## src/rtl/fetch_stage.sv

```systemverilog
// Instruction fetch: PC register plus IF/ID pipeline register; perf counters under FETCH_PERF_CNT_EN.
// Latency: adrs is the PC combinationally, and the fetched word lands in IF/ID one cycle later.
// Backpressure: freeze holds PC and IF/ID, and branch_taken overrides freeze by redirecting and flushing.
module fetch_stage #(
    parameter logic [31:0] RESET_PC = 32'd0,
    parameter logic [31:0] PC_STEP  = 32'd4
) (
    input  logic        clk,
    input  logic        rst,
    input  logic        freeze,
    input  logic        branch_taken,
    input  logic [31:0] branch_adrs,
    input  logic [31:0] inst_in,
    output logic [31:0] adrs,
    output logic [31:0] pc_out,
    output logic [31:0] inst_out,
    output logic        valid_out
`ifdef FETCH_PERF_CNT_EN
    ,
    output logic [31:0] fetch_cnt,
    output logic [31:0] stall_cnt
`endif
);

    logic [31:0] pc;
    logic [31:0] pc_inc;

    assign pc_inc = pc + PC_STEP;
    assign adrs   = pc;

    // A redirect wins over freeze; a flushed slot reads as a zero NOP with valid low.
    always_ff @(posedge clk or negedge rst) begin
        if (!rst) begin
            pc        <= RESET_PC;
            inst_out  <= 32'd0;
            pc_out    <= 32'd0;
            valid_out <= 1'b0;
        end else if (branch_taken) begin
            pc        <= branch_adrs;
            inst_out  <= 32'd0;
            pc_out    <= 32'd0;
            valid_out <= 1'b0;
        end else if (!freeze) begin
            pc        <= pc_inc;
            inst_out  <= inst_in;
            pc_out    <= pc_inc;
            valid_out <= 1'b1;
        end
    end

`ifdef FETCH_PERF_CNT_EN
    always_ff @(posedge clk or negedge rst) begin
        if (!rst) begin
            fetch_cnt <= 32'd0;
            stall_cnt <= 32'd0;
        end else if (!branch_taken) begin
            if (freeze) begin
                stall_cnt <= stall_cnt + 32'd1;
            end else begin
                fetch_cnt <= fetch_cnt + 32'd1;
            end
        end
    end
`endif

endmodule
```

## config.mk

```make
export PLATFORM = sky130hd
export DESIGN_NAME = fetch_stage
export DESIGN_NICKNAME = d
export VERILOG_FILES = /design/src/rtl/fetch_stage.sv
export SDC_FILE = /design/constraint.sdc
export NUM_CORES = 1
export LEC_CHECK = 0
export ABC_AREA = 1
export BUFFER_PORTS_ARGS = -buffer_cell sky130_fd_sc_hd__buf_2
export CAP_MARGIN = 15
export CORE_MARGIN = 5
export CORE_UTILIZATION = 50
export CTS_CLUSTER_DIAMETER = 120
export DETAILED_ROUTE_END_ITERATION = 12
export PLACE_DENSITY = 0.88
export SYNTH_ARGS = -nofsm -noshare
export SYNTH_HDL_FRONTEND = slang
export SYNTH_SLANG_ARGS = --single-unit
```

## constraint.sdc

```tcl
create_clock -name clk -period 1.8 [get_ports clk]
set_input_delay 0.09 -clock clk [delete_from_list [all_inputs] [get_ports clk]]
set_output_delay 0.09 -clock clk [all_outputs]
set_load 0.01 [all_outputs]
```

After elaboration in Yosys (flattened, before gate mapping). Cells that the tools add are included.

Register bits after elaboration: 97. Bits in latches: 0. RAM bits: 0. Bits in read-only memories: 0. Bits of input ports: 68. Word-level logic and storage cells: 13. Memories kept: 0.

Add/subtract/negate cells: 1. Multiply operators: 0. Div/mod/pow operators: 0. $lt $le $gt $ge: 0. Eq/ne operators: 1. Shifts and indexed selects: 0. Mux-type cells: 7. Bitwise gates (word level): 0. Reductions and logical operators: 0.

Operators with widths (number): 32-bit two-way mux (5); 32-bit by 3-bit adder with 32-bit output, second input constant (1); 1-bit two-way mux (2); 2-bit by 1-bit != test with 1-bit output, second input constant (1).

Longest topological paths before layout.
Depth in word-level cells: 3. Gate-level depth with buffers: 9. Gate-level depth less buffers: 9.

Least setup slack after synthesis. OpenSTA, ideal clock, no wires.

Kind: register -> register. From: register pc[3], in the netlist adrs[3]. To: register pc[18], in the netlist adrs[18]. Setup time: 0.126 ns. Data arrival time: 1.320 ns. Data required time: 1.674 ns. Path slack: 0.354 ns. Stages on the path, launching flop included: 9. Path buffers: 0. Period minus slack after synthesis: 1.446 ns. Cell sequence: dfrtp_1 > ha_1 > nand2_1 > nor2_2 > nand2_4 > nor2_4 > nand2_1 > nand3_1 > nand3_1.

Word-level cells in the longest chain between the ends: 3.

Ends and longest elaborated chain: start: declaration (line 25) `logic [31:0] pc;`; start signal: assignment (line 39) `pc <= branch_adrs;`; start signal: assignment (line 44) `pc <= pc_inc;`; 32-bit by 3-bit adder with 32-bit output (line 28) `assign pc_inc = pc + PC_STEP;`; 32-bit two-way mux (line 43) `end else if (!freeze) begin`; 32-bit two-way mux (line 38) `end else if (branch_taken) begin`.

No other way between the ends. The select of a mux whose other input is x is not followed. A chain may end at the register's enable or synchronous reset.

Worst setup path after layout.
From: register pc[3], in the netlist adrs[3]. To: register pc[14], in the netlist adrs[14].

The elaborated chain is that of the path after synthesis.

==> flow_summary.toml <==
[cts]
clk_pin_slew_ns = 0.11
post-cts-setup-buffer-count = 0
numCtsBuffers = 9
clockRootBuffer = "clkbuf_8"
htreeDepth = 3
ctsLongestPathBuffers = 2
cts.sinks = 97
clk_latency_ns = 0.37
cts_tree = "built"

[synthesis]
yosysSeqAreaShare_pct = 52.9
synth_fp_nets = 606
syn_area_um2 = 4590
syn_inst = 537
netlist-cell-type-count = 26
synthTopCellsByArea = "dfrtp_1 53%, nand2_1 16%, a22o_1 6.1%, nand3_1 4.9%, inv_1 3.3%"
synth_edf_count = 0
yosysMostFrequentCell = "nand2_1"
yosysTopAreaCell = "dfrtp_1"
async_flop_share_pct = 100
avgSynthCellArea_um2 = 8.54
synth_warnings = 0
synth.top_cells.by_count = "198 x nand2_1, 97 x dfrtp_1, 45 x nand3_1, 40 x inv_1, 32 x a22o_1"
synth_seq_cells = 97
synthFlopType = "dfrtp_1"
synth_top_area_share_pct = 52.9

[timing]
tightest_slew_ns = 0.457
slew-limit-headroom_pct = 69.5
slew_violations = 0
fin_crit_sh_pct = 88.1
fmax_ghz = 0.630
period_minus_slack_ns = 1.59
clock_skew_ns = 0.0157
rsz0062_at_grt = "no"
hold_violations = 0
setup_viol = 0
finalSetupTns_ns = 0

[setup_path]
slowest_stage = "dfrtp_1"
critPathMaxStageDelay_ns = 0.41
path_class = "reg2reg"
worstPathMaxFanout = 8
critPathCaptureType = "flop"
crit_family = "simple AND/OR/NAND/NOR gates"
cp.required_ns = 2.04
crit_path_start_kind = "flop"
path_cells = "ha_1 -> nand2_1 -> nor2_2 -> nand2_4 -> nor2_2 -> nand2_1 -> nand3_1 -> nand3_1"
arrival_ns = 1.83
worst-path-buf-inv = 0

[run]
drv_cap = 0

[detailed_routing]
vias = 4555
drtIter0Drc = 340
antenna_left = 0
wl_um = 14100
dr.pass1.iters = 5
drc = 0
wl_per_cell_um = 16.2
viasPerCell = 5.22

[hold_path]
hold_path_class = "in2reg"

[grt]
grt_max_degree = 41
grt-ovfl-total = 0
grt_pass1_vias = 4599
antenna_found_initial = 0
grt_usage_pct = 25.7
grt_pass1_wl_um = 22800

[power_and_ir_drop]
p_leak_uw = 0.00343
p_per_area_nw_per_um2 = 765
irDropWorstVdd_uv = 383

[finish]
diodes = 0
drive_gt1_share_pct = 30.4
instances_no_fill = 872
area_growth_pct = 36.7
layout.nets = 825

[floorplan]
die-area_um2 = 11200
placementRows = 35
top_level_ports = 165
start_util_pct = 50.4
dieWidth_um = 106
die_h_um = 106
coreArea_um2 = 9110

[placed_design]
hpwl_um = 9900
placed_cells = 803
globalplace.congestion = 0.857
portBuffers = 164

[run_status]
outcome = "finished, final reports clean"
==> final timing paths <==
path,cells past startpoint,to,slack (ns),from
setup / recovery,8,adrs[14],0.21,adrs[3]
hold / removal,5,adrs[22],0.008,branch_adrs[22]
setup reg to reg,8,adrs[14],0.21,adrs[3]
hold reg to reg,2,pc_out[13],0.49,pc_out[13]
max in group asynchronous,3,pc_out[17],0.89,rst
min in group asynchronous,2,adrs[29],0.21,rst
==> through the flow <==
step                      setup slack [ns]  hold WS [ns]  utilization [%]  instance area, um2  total power, uW
after CTS                            0.218       0.00462             68.8                6270             4810
after detailed placement             0.246        0.0808             61.0                5550             3370
after global placement               0.322        0.0578             61.0                5550             3330
after global routing                0.0541        0.0351             68.8                6270             5030
final                                0.214       0.00803             68.8                6270             4790
after floorplan                      0.354        -0.206                -                4590             2940
==> state kept, by name, summed over array words and instances, names as in the netlist <==
signal and flops:
adrs 32, inst_out 32, pc_out 32, valid_out 1
==> placed cells by master, fill, tap and decap left out <==
| cell type | count |
|---|---|
| inv_6 | 2 |
| o21bai_1 | 7 |
| inv_2 | 4 |
| buf_12 | 1 |
| o211ai_1 | 2 |
| clkinv_2 | 1 |
| nand2_1 | 198 |
| or2_2 | 1 |
| clkbuf_8 | 10 |
| clkinv_4 | 1 |
| a22o_1 | 32 |
| nand3_2 | 6 |
| o21ai_1 | 2 |
| nand3_1 | 45 |
| buf_2 | 163 |
| ha_1 | 1 |
| and2_1 | 2 |
| nand4_1 | 1 |
| nor2_4 | 12 |
| dlygate4sd3_1 | 53 |
| a21oi_1 | 4 |
| a31oi_1 | 1 |
| nor2_2 | 7 |
| clkinvlp_4 | 1 |
| nor2_1 | 26 |
| inv_1 | 40 |
| dfrtp_1 | 97 |
| buf_4 | 10 |
| nand2_4 | 4 |
| nand2_2 | 7 |
| inv_8 | 1 |
| o21ai_0 | 19 |
==> layer usage <==
metal	routed length, um	track usage, %	up-vias
met2	7200	44.9	203
met1	5500	30.8	2154
met3	1110	6.86	28
li1	-	-	2170
met4	284	8.42	0
met5	0	0	-
==> report_power, final <==
| part | total (uW) | switching, uW | internal [uW] |
|---|---|---|---|
| Clock | 1370 | 809 | 561 |
| Sequential | 2510 | 170 | 2340 |
| Combinational | 913 | 514 | 399 |
==> timing repair <==
action / 4_1_cts / 5_1_grt
setup endpoints to repair: 0 / 0
resized for setup: 0 / 0
hold buffers: 53 / 0
hold endpoints to repair: 83 / 0
==> layout make-up <==
type	count	area, um2
clock inverters	6	50.0
inverters	44	165
multi-input cells	377	1910
flip-flops and latches	97	2430
clock buffers	10	138
repair buffers	227	1440
well taps	111	139
fillers	731	2840
==> kinds of logic after synthesis <==
| family | Yosys count | share of synthesized area, % |
|---|---|---|
| adder cells (fa/ha/maj) | 1 | 0.273 |
| AO/OA/AOI/OAI | 67 | 10.4 |
| buffers and inverters | 63 | 5.54 |
| flip-flops | 97 | 52.9 |
| AND/OR/NAND/NOR | 309 | 30.8 |
==> tightest hold or removal path: cells and delay by family <==
kind                   cells  cell delay (ns)
and+or+nand+nor            2             0.09
buffers and inverters      2             0.12
AOI/OAI and AO/OA          1             0.06
Note: power is estimated with default switching activity, not from simulation.
